===== src/rtl/inst_trace_tx.sv =====
// Instruction-trace transmitter: captures {pc,inst} on PC change into a FIFO and streams 9-byte frames.
// Optional TRACE_DROP_MARK_EN: a frame that follows any record drop starts with SYNC 0x5A instead of 0xA5.
module inst_trace_tx #(
  parameter int DEPTH = 8,
  parameter int CNT_W = 8
) (
  input  logic                     clk,
  input  logic                     rst,
  input  logic [31:0]              pc,
  input  logic [31:0]              inst,
  input  logic                     trace_en,
  output logic [7:0]               tx_data,
  output logic                     tx_valid,
  input  logic                     tx_ready,
  output logic [$clog2(DEPTH):0]   fifo_level,
  output logic [CNT_W-1:0]         drop_cnt
);
  localparam int AW = $clog2(DEPTH);

  typedef enum logic [1:0] {ST_IDLE, ST_SYNC, ST_PC, ST_IR} state_t;

  state_t        state_q, state_d;
  logic [1:0]    bi_q, bi_d;
  logic [63:0]   sh_q, sh_d;
  logic [7:0]    data_d;
  logic          valid_d;
  logic          pop, accept;

  logic [31:0]   last_pc;
  logic          last_vld;
  logic [63:0]   mem [DEPTH];
  logic [AW:0]   wr_ptr, rd_ptr;
  logic          capture, full, empty, push, drop;
  logic [7:0]    sync_byte;

  assign capture    = trace_en && (!last_vld || pc != last_pc);
  assign empty      = (wr_ptr == rd_ptr);
  assign full       = (wr_ptr[AW] != rd_ptr[AW]) && (wr_ptr[AW-1:0] == rd_ptr[AW-1:0]);
  assign push       = capture && !full;
  assign drop       = capture && full;
  assign fifo_level = wr_ptr - rd_ptr;
  assign accept     = tx_valid && tx_ready;

`ifdef TRACE_DROP_MARK_EN
  logic lost;
  assign sync_byte = lost ? 8'h5A : 8'hA5;

  // A drop in the same cycle as the marked frame's pop keeps the flag set.
  always_ff @(posedge clk or negedge rst) begin
    if (!rst)      lost <= 1'b0;
    else if (drop) lost <= 1'b1;
    else if (pop)  lost <= 1'b0;
  end
`else
  assign sync_byte = 8'hA5;
`endif

  always_ff @(posedge clk or negedge rst) begin
    if (!rst) begin
      last_pc  <= '0;
      last_vld <= 1'b0;
      wr_ptr   <= '0;
      rd_ptr   <= '0;
      drop_cnt <= '0;
    end else begin
      if (capture) begin
        last_pc  <= pc;
        last_vld <= 1'b1;
      end
      if (push) wr_ptr <= wr_ptr + (AW+1)'(1);
      if (pop)  rd_ptr <= rd_ptr + (AW+1)'(1);
      if (drop && drop_cnt != '1) drop_cnt <= drop_cnt + CNT_W'(1);
    end
  end

  always_ff @(posedge clk) begin
    if (push) mem[wr_ptr[AW-1:0]] <= {pc, inst};
  end

  always_ff @(posedge clk or negedge rst) begin
    if (!rst) begin
      state_q  <= ST_IDLE;
      bi_q     <= 2'd0;
      sh_q     <= '0;
      tx_data  <= 8'h00;
      tx_valid <= 1'b0;
    end else begin
      state_q  <= state_d;
      bi_q     <= bi_d;
      sh_q     <= sh_d;
      tx_data  <= data_d;
      tx_valid <= valid_d;
    end
  end

  // Shift register always holds the next byte to present in its top octet.
  always_comb begin
    state_d = state_q;
    bi_d    = bi_q;
    sh_d    = sh_q;
    data_d  = tx_data;
    valid_d = tx_valid;
    pop     = 1'b0;
    case (state_q)
      ST_IDLE: if (!empty) begin
        pop     = 1'b1;
        sh_d    = mem[rd_ptr[AW-1:0]];
        data_d  = sync_byte;
        valid_d = 1'b1;
        state_d = ST_SYNC;
      end
      ST_SYNC: if (accept) begin
        data_d  = sh_q[63:56];
        sh_d    = {sh_q[55:0], 8'h00};
        bi_d    = 2'd0;
        state_d = ST_PC;
      end
      ST_PC: if (accept) begin
        data_d = sh_q[63:56];
        sh_d   = {sh_q[55:0], 8'h00};
        if (bi_q == 2'd3) begin
          bi_d    = 2'd0;
          state_d = ST_IR;
        end else begin
          bi_d = bi_q + 2'd1;
        end
      end
      ST_IR: if (accept) begin
        if (bi_q == 2'd3) begin
          valid_d = 1'b0;
          state_d = ST_IDLE;
        end else begin
          data_d = sh_q[63:56];
          sh_d   = {sh_q[55:0], 8'h00};
          bi_d   = bi_q + 2'd1;
        end
      end
      default: state_d = ST_IDLE;
    endcase
  end
endmodule


===== config.mk =====
export PLATFORM = sky130hd
export DESIGN_NAME = inst_trace_tx
export DESIGN_NICKNAME = d
export VERILOG_FILES = /design/src/rtl/inst_trace_tx.sv
export SDC_FILE = /design/constraint.sdc
export NUM_CORES = 1
export LEC_CHECK = 0
export ABC_AREA = 1
export BUFFER_PORTS_ARGS = -buffer_cell sky130_fd_sc_hd__buf_2
export CORE_ASPECT_RATIO = 2
export CORE_MARGIN = 1.5
export CORE_UTILIZATION = 30
export DETAILED_ROUTE_END_ITERATION = 6
export PLACE_DENSITY = 0.55
export SLEW_MARGIN = 20
export SYNTH_ARGS = -nofsm -noshare
export SYNTH_HDL_FRONTEND = slang
export SYNTH_SLANG_ARGS = --single-unit

===== constraint.sdc =====
create_clock -name clk -period 6.4 [get_ports clk]
set_input_delay 1.28 -clock clk [delete_from_list [all_inputs] [get_ports clk]]
set_output_delay 1.28 -clock clk [all_outputs]
set_load 0.01 [all_outputs]

==> results.toml <==
[sta]
period_share_pct = 63.4
setup-tns-final_ns = 0
fin_crit_ns = 4.06
setup_viol = 0
fmax_ghz = 0.246
fin_worst_skew_ns = 0.0262
hold_violations = 0
worst_pin_slew_ns = 1.06
rsz0062_at_grt = "no"
slew_viol_final = 0
slew-limit-headroom_pct = 29.2

[clocking]
cts_hold_buf = 0
clk_pin_slew_worst_paths_ns = 0.07
cts_buffers = 51
cts_max_path_buffers = 3
cts_tree = "done"
cts_resized = 0
clock-sinks = 638
cts-root-buf = "clkbuf_16"
post_cts_buffers = 0
h-tree-depth = 2
clkLatencyLatePin_ns = 0.60

[global_routing]
grt_overflow_total = 0
grt_pass1_wl_um = 107000
grt_pass1_vias = 16900
grt_start_max_net_pins = 129
grt_usage_pct = 16.2
antenna_found_initial = 15

[synthesis]
syn_nets = 2176
synthFlopType = "edfxtp_1"
yosys-top-cells-area = "edfxtp_1 60%, dfrtp_1 12%, o21ai_0 4.5%"
synth_area_per_cell_sq_um = 12.3
synth_top_family_by_area = "compound AO/OA/AOI/OAI gates"
yosysWarnings = 0
synth-xor-area-share_pct = 0.675
yosys_register_bits = 638
syn-cell-area_sq_um = 25800
netlist.top_cell.by_area = "edfxtp_1"
synth_compound_area_share_pct = 12.9
synth_cell_type_count = 48
async_reset_ff_share_pct = 19.7
synthMuxAreaShare_pct = 0.815
synth_top_area_share_pct = 59.6
ys_seq_area_share_pct = 71.9
syn_inst = 2096
synth_edf_count = 512
synthSimpleGateAreaFrac_pct = 9.38
synth_fa_ha_area_share_pct = 0.612

[route]
drt-initial-drc-count = 1300
drc = 0
wl_per_cell_um = 21.8
dr.pass1.iters = 5
vias = 16600
vias_per_cell = 5.10
totalWireLength_um = 71100
ant_nets = 0

[finish]
n_fill_cell = 8158
syn2layout_area_growth_pct = 13.0
layout.nets = 2219
final_layout_size_suffix_gt1_share_pct = 10.9
utilization_pct = 34.3

[setup_path]
slowest_stage = "nor2_4"
setup.worst_path.end_class = "register"
cp.depth = 14
r2r-start = "rd_ptr[0]$_DFFE_PN0P_"
reg2reg_depth = 8
crit_path_start_kind = "primary input"
arrival_ns = 4.29
required_ns = 6.64
crit_type = "primary input to register"
cpPeakStageDelay_ns = 0.50
path_buf_inv = 4
crit_start = "pc[3]"
critical_path.most_common_cell = "nand2_1"
cp_top_family = "simple AND/OR/NAND/NOR gates"
crit_path_cell_trace = "buf_2, inv_1, o21ai_0, nor2_1, nand2_1, nor2_1, nand2_1, inv_1, nand2_2, nand2_4, nor2_2, nand2_1, nor2_4, buf_12"
r2r-end = "mem[2][26]$_DFFE_PP_"
r2r_setup_slack_ns = 2.85
endpoint = "mem[2][26]$_DFFE_PP_"
crit_fanout = 59

[placed_design]
io_buffers = 88
place_congestion = 0.791
hpwlAfterDp_um = 42200

[die]
core_area_sq_um = 84800
die_w_um = 210
pin_count = 89
fp-row-count = 151
dieArea_sq_um = 87800
start_util_pct = 30.4
die_h_um = 418

[job]
drv_cap = 0

[min_path]
hold_path.class = "register to register"

[run_status]
status = "complete, no violations"

[power_and_ir_drop]
p_leak_uw = 0.0102
p_per_area_nw_per_um2 = 457
ir_drop_mv = 0.281
cell usage after synthesis (2+ instances only):
| master | number |
|---|---|
| o311ai_1 | 7 |
| o22ai_1 | 47 |
| xnor2_1 | 8 |
| o211ai_1 | 54 |
| buf_4 | 9 |
| nand2_1 | 279 |
| nor2_2 | 3 |
| buf_1 | 2 |
| dfrtp_1 | 126 |
| a22oi_1 | 8 |
| o221ai_1 | 26 |
| buf_8 | 2 |
| nand3_1 | 12 |
| edfxtp_1 | 512 |
| o21ai_2 | 8 |
| clkbuf_1 | 59 |
| a31oi_1 | 2 |
| inv_2 | 5 |
| nand4_1 | 11 |
| o21ai_0 | 233 |
| a21oi_1 | 161 |
| ha_1 | 11 |
| buf_2 | 48 |
| a211oi_1 | 9 |
| buf_6 | 6 |
| inv_1 | 79 |
| nor3_1 | 2 |
| o21ai_1 | 9 |
| o311ai_0 | 9 |
| nand2_2 | 2 |
| mux2i_1 | 21 |
| clkinv_1 | 2 |
| nor2_1 | 300 |
| xor2_1 | 10 |
metrics by stage:
step	hold WS [ns]	cell area, sq um	setup slack (ns)	power [uW]	cells
2_1_floorplan	0.421	25800	1.09	8550	2096
3_3_place_gp	0.439	27400	1.71	10000	3157
3_5_place_dp	0.452	27400	1.64	10100	3157
4_1_cts	0.468	29100	2.26	13400	3252
5_1_grt	0.492	29100	2.10	14000	3255
6_report	0.475	29100	2.34	13300	3257
logic make-up after synthesis:
| logic type | after synthesis |
|---|---|
| adders and majority gates | 12 |
| and+or+nand+nor | 616 |
| muxes | 21 |
| AOI/OAI and AO/OA | 577 |
| xor gates and xnor gates | 19 |
| DFF | 638 |
| buffers and inverters | 213 |
sequential cells by signal (all words and copies together) (netlist names):
register  cells
wr_ptr        4
bi_q          2
state_q       2
last_vld      1
mem         512
tx_valid      1
last_pc      32
sh_q         64
rd_ptr        4
tx_data       8
drop_cnt      8
power by group:
part	leakage, uW	total [uW]	internal [uW]	switching (uW)
Clock	0.000842	3330	1840	1490
Sequential	0.00614	5660	5290	372
Combinational	0.00322	4310	1210	3090
cell usage in the layout, fill, tap and decap left out, drive strengths merged, types with 2 or more instances in the layout:
cell type and instances:
edfxtp 512, nor2 304, nand2 282, o21ai 250
a21oi 162, dfrtp 126, buf 116, inv 88
clkbuf 69, o211ai 54, o22ai 47, o221ai 26
mux2i 21, o311ai 16, nand3 13, clkinv 13
nand4 11, ha 11, xor2 10, a211oi 9
xnor2 9, a22oi 8, bufinv 7, diode 5
clkinvlp 5, nor3 3, a31oi 2
worst min-delay path by stage:
stage / slack (ns) / startpoint / cells after the start / end
floorplan: 0.42 / last_vld$_DFFE_PN0P_ / 2 / last_vld$_DFFE_PN0P_
global placement: 0.44 / last_vld$_DFFE_PN0P_ / 2 / last_vld$_DFFE_PN0P_
detailed placement: 0.45 / last_vld$_DFFE_PN0P_ / 2 / last_vld$_DFFE_PN0P_
CTS: 0.47 / last_vld$_DFFE_PN0P_ / 2 / last_vld$_DFFE_PN0P_
global route: 0.49 / last_vld$_DFFE_PN0P_ / 2 / last_vld$_DFFE_PN0P_
finish: 0.48 / last_vld$_DFFE_PN0P_ / 2 / last_vld$_DFFE_PN0P_
layout make-up:
type / count / area [sq um] / area share [%]
clock inverters: 26 / 345 / 1.19
clock buffers: 69 / 1410 / 4.83
well taps: 1071 / 1340 / 4.60
multi-input cells: 1245 / 6350 / 21.8
flip-flops and latches: 638 / 18500 / 63.7
inverters: 87 / 333 / 1.14
repair buffers: 116 / 795 / 2.73
diodes: 5 / 12.5 / 0.0430
worst min-delay path, delay by kind of cell (launching register included):
family,cells,cell delay [ns]
buffers and inverters,1,0.05
DFF,1,0.34
and+or+nand+nor,1,0.06
per-layer routing:
metal  vias to the layer above  share of wire, %  global-route usage, %
met5                         -              0.11                      0
met1                      8336                37                   17.6
met4                        14               4.9                   8.39
met3                       153               4.8                   2.56
li1                       7622                 -                      -
met2                       470                53                   29.9
Power figures use the tool's default switching activity.
